`src/rtl/sfx_event_sequencer.sv`:
```
// Turns level-type collision flags into prioritised, frame-timed effect enables for the APU.
// One effect plays at a time; higher priority preempts, lower priority queues behind a gap.
module sfx_event_sequencer #(
    parameter int CNT_W      = 6,
    parameter int DUR_SHEEP  = 8,
    parameter int DUR_SWORD  = 4,
    parameter int DUR_PLAYER = 16,
    parameter int GAP_FRAMES = 1
) (
    input  logic       clk,
    input  logic       reset,
    input  logic       frame_end,
    input  logic       sheep_hit,
    input  logic       sword_hit,
    input  logic       player_hit,
    output logic       SheepDragonCollision,
    output logic       SwordDragonCollision,
    output logic       PlayerDragonCollision,
    output logic       busy,
    output logic [1:0] active_id
);

    if (DUR_SHEEP >= 2**CNT_W || DUR_SWORD >= 2**CNT_W ||
        DUR_PLAYER >= 2**CNT_W || GAP_FRAMES >= 2**CNT_W) begin : g_width_err
        $error("sfx_event_sequencer: a duration or GAP_FRAMES does not fit in CNT_W bits");
    end

    localparam logic [CNT_W-1:0] ONE      = CNT_W'(1);
    localparam logic [CNT_W-1:0] D_SHEEP  = CNT_W'((DUR_SHEEP  == 0) ? 1 : DUR_SHEEP);
    localparam logic [CNT_W-1:0] D_SWORD  = CNT_W'((DUR_SWORD  == 0) ? 1 : DUR_SWORD);
    localparam logic [CNT_W-1:0] D_PLAYER = CNT_W'((DUR_PLAYER == 0) ? 1 : DUR_PLAYER);
    localparam logic [CNT_W-1:0] GAP_CNT  = CNT_W'(GAP_FRAMES);

    typedef enum logic [1:0] {IDLE, PLAY, GAP} state_t;

    state_t           state, nxt_state;
    logic [CNT_W-1:0] cnt, nxt_cnt;
    logic [2:0]       pend, nxt_pend;
    logic [2:0]       hist;
    logic             armed;
    logic [1:0]       nxt_id;
    logic [2:0]       raw, ev, merged;
    logic [1:0]       t_ev, t_pm;

    // Request vectors are {player, sword, sheep}; id 3 is the highest priority.
    function automatic logic [1:0] top_id(input logic [2:0] v);
        if (v[2])      return 2'd3;
        else if (v[1]) return 2'd2;
        else if (v[0]) return 2'd1;
        else           return 2'd0;
    endfunction

    function automatic logic [2:0] id_mask(input logic [1:0] id);
        case (id)
            2'd1:    return 3'b001;
            2'd2:    return 3'b010;
            2'd3:    return 3'b100;
            default: return 3'b000;
        endcase
    endfunction

    function automatic logic [CNT_W-1:0] dur_of(input logic [1:0] id);
        case (id)
            2'd1:    return D_SHEEP;
            2'd2:    return D_SWORD;
            default: return D_PLAYER;
        endcase
    endfunction

    // armed stays low for the first edge after reset so a held level cannot fire
    always_comb begin
        raw       = {player_hit, sword_hit, sheep_hit};
        ev        = armed ? (raw & ~hist) : 3'b000;
        merged    = pend | ev;
        t_ev      = top_id(ev);
        t_pm      = top_id(merged);
        nxt_state = state;
        nxt_cnt   = cnt;
        nxt_pend  = pend;
        nxt_id    = active_id;
        case (state)
            IDLE: begin
                if (t_ev != 2'd0) begin
                    nxt_state = PLAY;
                    nxt_id    = t_ev;
                    nxt_cnt   = dur_of(t_ev);
                    nxt_pend  = merged & ~id_mask(t_ev);
                end
            end
            PLAY: begin
                nxt_pend = merged;
                if (t_ev != 2'd0 && t_ev >= active_id) begin
                    nxt_id   = t_ev;
                    nxt_cnt  = dur_of(t_ev);
                    nxt_pend = merged & ~id_mask(t_ev);
                end else if (frame_end) begin
                    if (cnt > ONE) begin
                        nxt_cnt = cnt - ONE;
                    end else if (GAP_FRAMES != 0) begin
                        nxt_state = GAP;
                        nxt_cnt   = GAP_CNT;
                        nxt_id    = 2'd0;
                    end else if (t_pm != 2'd0) begin
                        nxt_id   = t_pm;
                        nxt_cnt  = dur_of(t_pm);
                        nxt_pend = merged & ~id_mask(t_pm);
                    end else begin
                        nxt_state = IDLE;
                        nxt_cnt   = '0;
                        nxt_id    = 2'd0;
                    end
                end
            end
            GAP: begin
                nxt_pend = merged;
                if (frame_end) begin
                    if (cnt > ONE) begin
                        nxt_cnt = cnt - ONE;
                    end else if (t_pm != 2'd0) begin
                        nxt_state = PLAY;
                        nxt_id    = t_pm;
                        nxt_cnt   = dur_of(t_pm);
                        nxt_pend  = merged & ~id_mask(t_pm);
                    end else begin
                        nxt_state = IDLE;
                        nxt_cnt   = '0;
                    end
                end
            end
            default: begin
                nxt_state = IDLE;
                nxt_cnt   = '0;
                nxt_pend  = 3'b000;
                nxt_id    = 2'd0;
            end
        endcase
    end

    always_ff @(posedge clk or posedge reset) begin
        if (reset) begin
            state                 <= IDLE;
            cnt                   <= '0;
            pend                  <= 3'b000;
            hist                  <= 3'b000;
            armed                 <= 1'b0;
            active_id             <= 2'd0;
            busy                  <= 1'b0;
            SheepDragonCollision  <= 1'b0;
            SwordDragonCollision  <= 1'b0;
            PlayerDragonCollision <= 1'b0;
        end else begin
            state                 <= nxt_state;
            cnt                   <= nxt_cnt;
            pend                  <= nxt_pend;
            hist                  <= raw;
            armed                 <= 1'b1;
            active_id             <= nxt_id;
            busy                  <= (nxt_state != IDLE);
            SheepDragonCollision  <= (nxt_id == 2'd1);
            SwordDragonCollision  <= (nxt_id == 2'd2);
            PlayerDragonCollision <= (nxt_id == 2'd3);
        end
    end

endmodule
```
`config.mk`:
```
export PLATFORM = sky130hd
export DESIGN_NAME = sfx_event_sequencer
export DESIGN_NICKNAME = d
export VERILOG_FILES = /design/src/rtl/sfx_event_sequencer.sv
export SDC_FILE = /design/constraint.sdc
export NUM_CORES = 1
export LEC_CHECK = 0
export ABC_AREA = 1
export CORE_MARGIN = 4
export CORE_UTILIZATION = 55
export DETAILED_ROUTE_END_ITERATION = 10
export HOLD_SLACK_MARGIN = 0.05
export PLACE_DENSITY_LB_ADDON = 0.08
export SYNTH_ARGS = -nofsm -noshare
export SYNTH_HDL_FRONTEND = slang
export SYNTH_SLANG_ARGS = --single-unit
```
`constraint.sdc`:
```
create_clock -name clk -period 3 [get_ports clk]
set_clock_uncertainty 0.1 [all_clocks]
set_input_delay 0.9 -clock clk [delete_from_list [all_inputs] [get_ports clk]]
set_output_delay 0.9 -clock clk [all_outputs]
set_load 0.02 [all_outputs]
```
=== Word level (Yosys, flattened, before mapping) ===
Cells that the tools add are included.

* Latch bits: 0
* Logic and storage cells: 91
* Memories: 0
* Input port bits: 6
* Register bits: 21
* Output and inout bits: 6
* ROM bits: 0
* Memory bits (writable): 0

* Mux-type cells: 49
* Multipliers: 0
* Equality and inequality tests: 14
* $lt $le $gt $ge: 2
* Reduce and logical (&&, ||, !) cells: 6
* Bitwise gates (word level): 9
* Shifts and indexed selects: 0
* Divide/modulo/power cells: 0
* $add $sub $neg: 1

{| class="wikitable"
|+ Operator list
! cell !! number
|-
| $mux 3 || 14
|-
| $mux 6 || 7
|-
| $mux 2 || 17
|-
| $pmux 3 s3 || 3
|-
| $pmux 5 s2 || 2
|-
| $pmux 6 s3 || 1
|-
| $eq 2x2->1 const B || 7
|-
| $and 3x3->3 || 4
|-
| $not 3->3 || 4
|-
| $pmux 2 s3 || 2
|-
| $eq 2x1->1 const B || 4
|-
| $gt 6x1->1 const B || 1
|-
| $reduce_bool 2->1 || 3
|-
| $sub 6x1->6 const B || 1
|-
| $ne 2x2->1 const B || 2
|-
| $mux 1 || 3
|-
| $ne 3x3->1 const B || 1
|-
| $or 3x3->3 || 1
|-
| $reduce_and 3->1 || 1
|-
| $ge 2x2->1 || 1
|-
| $logic_not 2->1 || 1
|-
| $logic_and 1x1->1 || 1
|}

=== Logic depth before layout (Yosys ltp) ===
Gate-level depths: netlist of run 1.

* Depth after elaboration: 19
* Mapped depth: 17
* Mapped depth without buffers: 17

=== Least setup slack after synthesis of run 1 ===
OpenSTA, ideal clock, no wires.

* Path kind: in2reg
* Start: in sword_hit
* End: reg cnt[4]
* Stages on the path: 14
* Setup slack: 0.196 ns
* Data required time: 2.783 ns
* Setup time: 0.117 ns
* Arrival time: 2.587 ns
* Buffers on the path: 0
* Cell sequence: nand2_1 -> nor2_1 -> o21ai_0 -> inv_1 -> ha_1 -> nand2_1 -> nand3_1 -> nand2_1 -> nand2_1 -> nand2_2 -> a21oi_4 -> inv_2 -> nand2_1 -> nand2_1

* Longest elaborated chain between the ends: 11
* Elaborated cells between the ends (all ways): 26
* Those cells by class: order compare (1); eq/ne (6); mux (13); bitwise (2); reduce/logical (4)

{| class="wikitable"
|+ Ends and longest elaborated chain
! element !! line !! text
|-
| from (decl) || 14 || <nowiki>input logic sword_hit,</nowiki>
|-
| $and 3x3->3 (*) || 73 || <nowiki>ev = armed ? (raw & ~hist) : 3'b000;</nowiki>
|-
| $mux 3 (*) || 73 ||
|-
| $or 3x3->3 || 74 || <nowiki>merged = pend | ev;</nowiki>
|-
| $mux 2 || 48 || <nowiki>else if (v[1]) return 2'd2;</nowiki>
|-
| $mux 2 || 47 || <nowiki>if (v[2]) return 2'd3;</nowiki>
|-
| $eq 2x2->1 / $eq 2x1->1 (equally long branches) || 63 || <nowiki>case (id)</nowiki>
|-
| $pmux 5 s2 || 63 ||
|-
| $mux 6 || 119 || <nowiki>end else if (t_pm != 2'd0) begin</nowiki>
|-
| $mux 6 || 117 || <nowiki>if (cnt > ONE) begin</nowiki>
|-
| $mux 6 || 116 || <nowiki>if (frame_end) begin</nowiki>
|-
| $pmux 6 s3 || 81 || <nowiki>case (state)</nowiki>
|-
| to (signal assigned) || 153 || <nowiki>cnt <= nxt_cnt;</nowiki>
|-
| to (decl) || 37 || <nowiki>logic [CNT_W-1:0] cnt, nxt_cnt;</nowiki>
|}

Every way passes the cells marked *; elsewhere a longest branch is shown, timed or not. The select of a mux whose other input is x is not followed.
A chain may end at the register's enable or synchronous reset.

=== Worst setup path in the final report of run 1 ===
* Start: in player_hit
* End: reg cnt[4]

* Longest elaborated chain between the ends: 10
* Elaborated cells between the ends (all ways): 24
* Those cells by class: order compare (1); eq/ne (6); mux (11); bitwise (2); reduce/logical (4)

{| class="wikitable"
|+ Ends and longest elaborated chain
! element !! line !! text
|-
| from (decl) || 15 || <nowiki>input logic player_hit,</nowiki>
|-
| $and 3x3->3 (*) || 73 ||
|-
| $mux 3 (*) || 73 ||
|-
| $or 3x3->3 || 74 ||
|-
| $mux 2 || 47 ||
|-
| $eq 2x2->1 / $eq 2x1->1 (equally long branches) || 63 ||
|-
| $pmux 5 s2 || 63 ||
|-
| $mux 6 || 119 ||
|-
| $mux 6 || 117 ||
|-
| $mux 6 || 116 ||
|-
| $pmux 6 s3 || 81 ||
|}

Marks and branches as above.

==> flow_summary.toml, run 1 <==
[clock_network]
cts.clk_slew.worst_paths_ps = 110
clkSinkCount = 21
clk_latency_ps = 310
cts_tree = "done"
htreeDepth = 1
cts.root.buffer_cell = "clkbuf_4"
cts_buffers = 3
clockBufferDepth = 2
holdBufCountCts = 0

[routing]
drc = 0
viasPerCell = 5.20
drtIter0Drc = 72
wl_per_cell_um = 12.6
totalWireLength_mm = 3.18
postRouteAntennaNets = 0
dr.pass1.iters = 4
vias = 1310

[floorplan]
io_pins = 12
std_cell_rows = 18
core_um2 = 2480
fp.dieArea_um2 = 3480
die_height_um = 59.0
initial_core_util_pct = 57.8
die_x_um = 59.0

[layout]
antenna_cells = 0
postLayoutCoreUtil_pct = 69.5
nNetsFinal = 238
drive_gt1_share_pct = 21.6
fillers = 188
syn2layout_area_growth_pct = 20.3

[run_status]
status = "finished, final reports clean"

[global_route]
busiest_layer = "met2"
met1_usage_pct = 28.8
grt_pass1_vias = 1290
use_met3_pct = 3.27
use_met2_pct = 35.0
grt.overflow.total = 0
antenna_found_initial = 0
grt_usage_pct = 21.5
grt_pass1_wl_mm = 5.66
grt_max_degree = 22

[synth]
syn_inst = 194
synth_edf_count = 0
yosys-top-cells-count = "nand2_1 (61), inv_1 (23), dfrtp_1 (21)"
yosysMostFrequentCell = "nand2_1"
synth_top_area_share_pct = 36.7
avgSynthCellArea_um2 = 7.38
syn-cell-area_um2 = 1430
synth_top_area_cell = "dfrtp_1"
async_flop_share_pct = 100
syn-num-nets = 209
synth_cell_types = 25
yosys_warnings = 0
synth_top_flop_cell = "dfrtp_1"
ys_ff_latch = 21
synth_area_leaders = "dfrtp_1 (37%), nand2_1 (16%), ha_1 (7.9%)"
seq_area_frac_synth_pct = 36.7

[sta]
hold_viol_final = 0
max_freq_mhz = 352
fin_crit_sh_pct = 94.8
tightest_slew_ps = 817
slew_viol_final = 0
period_minus_slack_ps = 2840
setup_violations = 0
setup_tns_ps = 0
relSlewSlack_pct = 45.5

[critical_path]
cp.required_ps = 3110
cp-startpoint = "player_hit"
slowest_stage = "clkdlybuf4s50_1"
critPathMaxFanout = 10
crit_type = "in -> reg"
arrival_ps = 2960
slowest_delay_ps = 470
crit_path_end_kind = "register"
reg2reg_from = "armed$_DFF_PP0_"
startpoint_type = "input port"
cpMostUsedCell = "nand2_1"
cp_cell_sequence = "clkdlybuf4s50_1 > nand2_1 > nor2_2 > inv_1 > o21ai_2 > inv_1 > ha_1 > nand2_1 > nand3_1 > nand2_2 > nand2_1 > nand2_2 > a21oi_4 > inv_2 > nand2_1 > nand2_1"

[pwr]
ir_drop_uv = 783
p_leak_nw = 0.910
p_per_area_nw_per_um2 = 988

[placed_design]
portBuffers = 11
hpwlAfterDp_mm = 2.57
place.gp.congestion = 0.992

[run]
max_cap_violations = 0

[worst_hold_path]
hp-class = "reg -> reg"
worstHoldStart = "pend[1]$_DFFE_PP0P_"
area by class of cell:
cell class / instances / area, µm² / share of cell area [%]
clock buffers: 4 / 26.3 / 1.53
inverters: 30 / 113 / 6.54
multi-input cells: 143 / 812 / 47.2
flip-flops and latches: 21 / 526 / 30.5
well taps: 30 / 37.5 / 2.18
repair buffers: 24 / 208 / 12.1
worst paths after layout:
check / endpoint / slack, ps / cells past startpoint
worst max-delay path: cnt[4]$_DFFE_PP0P_ / 160 / 16
worst min-delay path: pend[1]$_DFFE_PP0P_ / 430 / 2
worst max register to register: cnt[4]$_DFFE_PP0P_ / 770 / 15
worst min register to register: pend[1]$_DFFE_PP0P_ / 430 / 2
max in group asynchronous: busy$_DFF_PP0_ / 1360 / 2
min in group asynchronous: SwordDragonCollision$_DFF_PP0_ / 940 / 2
per-stage QoR:
step / worst slack [ps] / instance area (µm²) / power [mW] / hold slack (ps) / std cells
5_1_grt: -18.8 / 1720 / 1.87 / 475 / 252
2_1_floorplan: 196 / 1430 / 1.24 / 366 / 194
4_1_cts: 58.0 / 1700 / 1.69 / 426 / 251
3_3_place_gp: -169 / 1670 / 1.52 / 391 / 247
6_report: 157 / 1720 / 1.70 / 430 / 252
3_5_place_dp: -270 / 1670 / 1.55 / 398 / 247
cell usage in the layout, fill, tap and decap left out, drive strengths merged:
| cell type | netlist | final |
|---|---|---|
| nand3 | 19 | 19 |
| o211ai | 1 | 1 |
| conb | 1 | 1 |
| a21oi | 6 | 6 |
| buf | 0 | 13 |
| clkdlybuf4s50 | 0 | 11 |
| ha | 9 | 9 |
| nand3b | 1 | 1 |
| nor3 | 1 | 1 |
| inv | 30 | 30 |
| a22oi | 1 | 1 |
| nand4 | 3 | 3 |
| dfrtp | 21 | 21 |
| o22ai | 2 | 2 |
| xor2 | 1 | 1 |
| nand2 | 68 | 68 |
| o21ai | 8 | 8 |
| o21bai | 1 | 1 |
| nor2 | 21 | 21 |
| clkbuf | 0 | 4 |
report_power, final:
group / switching (mW) / internal [mW]
logic: 0.664 / 0.417
registers: 0.0916 / 0.386
clock network: 0.0907 / 0.0520
metal layers:
metal  up-vias  share of wire (%)
met2        33                 47
met3         5                5.3
met1       601                 46
li1        671                  -
met4         0                1.4
met5         -                  0
critical path, delay by kind of cell:
family | cells | cell delay (ps)
adder cells (fa/ha/maj) | 1 | 270
AO/OA/AOI/OAI | 2 | 330
buffers and inverters | 4 | 700
AND/OR/NAND/NOR | 9 | 740
state kept, by name, summed over array words and instances, names as in the netlist, 2 cells and up:
register   count
active_id      2
cnt            6
hist           3
pend           3
state          2
cell families after synthesis:
logic type	count (synthesis)	synth area share (%)
buffers and inverters	30	7.87
xor gates and xnor gates	1	0.612
other	1	0.262
AOI/OAI and AO/OA	19	8.39
DFF	21	36.7
and+or+nand+nor	113	38.3
adders and majority gates	9	7.87
what timing repair did:
action / CTS / global route
resized for setup: 0 / 8
setup buffers: 0 / 1
setup endpoints to repair: 0 / 12
(Power assumes the default switching activity.)
==> inputs of run 2 (changes only) <==
--- a/config.mk
+++ b/config.mk
@@ -7,7 +7,7 @@
 export LEC_CHECK = 0
 export ABC_AREA = 1
 export CORE_MARGIN = 4
-export CORE_UTILIZATION = 55
+export CORE_UTILIZATION = 45
 export DETAILED_ROUTE_END_ITERATION = 10
 export HOLD_SLACK_MARGIN = 0.05
 export PLACE_DENSITY_LB_ADDON = 0.08
==> flow_summary.toml, run 2 (synthesized netlist as in run 1, its figures left out) <==
[global_route]
grt_usage_pct = 17.9
grt_max_degree = 22
grt_pass1_vias = 1282
antenna_found_initial = 0
grt.overflow.total = 0
grt_pass1_wl_mm = 5.84

[sta]
relSlewSlack_pct = 47.4
rsz0062_at_grt = "no"
hold_ws_ps = 433
setup_violations = 0
hold_viol_final = 0
max_freq_mhz = 358
slew_viol_final = 0
fin_crit_sh_pct = 93.2
period_minus_slack_ps = 2800
worst_slack_ps = 205
tightest_slew_ps = 788

[pwr]
power_mw = 1.74
p_leak_nw = 0.922
p_int_mw = 0.879
pwr-share-comb_pct = 64.8
power.switching_mw = 0.863
p_clk_share_pct = 7.8
switching_share_pct = 49.5
p_per_area_nw_per_um2 = 986
p_seq_share_pct = 27.3
ir_drop_uv = 397

[layout]
antenna_cells = 0
layout_commonest_cell = "nand2_1"
max_flop_register = "cnt"
drive_gt1_share_pct = 22.7
syn2layout_area_growth_pct = 23.3
stdcell_count = 269
top_regs = "cnt x6, hist x3, pend x3"
finish.instance_area_um2 = 1770
fillers = 312
largest_reg_flops = 6
layout_common_cells = "nand2_1 (59), inv_1 (23), dfrtp_1 (21)"
nNetsFinal = 241

[critical_path]
critPathMaxFanout = 5
cp_cell_sequence = "clkdlybuf4s50_1 > nand2_1 > nor2_2 > o21ai_2 > inv_1 > buf_4 > ha_1 > inv_1 > buf_4 > nor2_4 > inv_2 > nand2_1 > nand2_1 > nand3_4 > nand2_1 > inv_1"
cpMostUsedCell = "nand2_1"
arrival_ps = 2950
critPathTopFamily = "buffers and inverters"
crit_path_end_kind = "register"
startpoint_type = "input port"
crit_type = "in -> reg"
cp.required_ps = 3150
reg2reg_slack_ps = 810
slowest_delay_ps = 480
slowest_stage = "clkdlybuf4s50_1"
cp_num_buf_inv = 7

[placed_design]
portBuffers = 11
post-place-ws_ps = -301
placed_area_um2 = 1690
place.gp.congestion = 0.929
placedCellCount = 262
hpwlAfterDp_mm = 2.71

[floorplan]
die_height_um = 64.4
fp.dieArea_um2 = 4150
initial_core_util_pct = 46.9
io_pins = 12
core_um2 = 3050
std_cell_rows = 20
die_x_um = 64.4

[routing]
vias = 1286
postRouteAntennaNets = 0
totalWireLength_mm = 3.31
viasPerCell = 4.78
wl_per_cell_um = 12.3
dr.pass1.iters = 4
drc = 0
drtIter0Drc = 68

[run]
max_cap_violations = 0

[clock_network]
htreeDepth = 1
clockBufferDepth = 2
holdBufCountCts = 0
clk_latency_ps = 300
cts_buffers = 3
cts.root.buffer_cell = "clkbuf_4"
cts_tree = "done"
cts.clk_slew.worst_paths_ps = 120
clkSinkCount = 21

[run_status]
status = "finished, final reports clean"

[worst_hold_path]
hp-class = "reg -> reg"
run 2: cell types whose count changed in the layout (fill, tap and decap cells not counted), sizes merged:
cell	change
a21oi	+1
buf	+2
run 2: timing repair:
item,CTS,global route
gates resized for setup,0,8
setup endpoints to repair,0,11
buffers inserted,0,2
run 2: path summary, 6_finish.rpt:
kind | start | end | depth (start not counted)
max | sword_hit | PlayerDragonCollision$_DFF_PP0_ | 16
min | pend[1]$_DFFE_PP0P_ | pend[1]$_DFFE_PP0P_ | 2
max reg2reg | armed$_DFF_PP0_ | cnt[3]$_DFFE_PP0P_ | 16
min reg2reg | pend[1]$_DFFE_PP0P_ | pend[1]$_DFFE_PP0P_ | 2
max in group asynchronous | reset | active_id[1]$_DFF_PP0_ | 2
min in group asynchronous | reset | hist[0]$_DFF_PP0_ | 2
run 2: worst reg2reg max path, delay by kind of cell, from the launching register on:
kind / cells / cell delay [ps]
buffers and inverters: 3 / 330
adder cells (fa/ha/maj): 1 / 290
flip-flops: 1 / 410
AND/OR/NAND/NOR: 12 / 1010
run 2: metal layers:
layer  vias up  track usage, %  routed length (µm)
met2        15            30.9                1670
met1       592            22.9                1550
met4         0            5.28                  21
met3         2            2.64                  62
met5         -               0                   0
li1        677               -                   -
run 2: per-stage QoR:
step | TNS [ps] | util, %
after CTS | 0 | 56.4
after floorplan | 0 | -
final | 0 | 57.8
after detailed placement | -2690 | 55.5
after global routing | 0 | 57.8
after global placement | -1710 | 55.5
run 2: final cells by class:
cell class,instances,area [µm²],share of cell area [%]
tap,44,55.1,3.12
sequential,21,526,29.8
inverter,30,113,6.38
multi-input combinational,144,823,46.6
timing repair buffer,26,223,12.6
clock buffer,4,26.3,1.49
run 2: power groups by stage:
stage	logic [mW]	clock network [mW]	registers, mW
5_1_grt	1.27	0.161	0.492
3_3_place_gp	1.07	0	0.481
2_1_floorplan	0.729	0	0.510
6_report	1.13	0.137	0.476
4_1_cts	1.09	0.145	0.476
3_5_place_dp	1.09	0	0.483
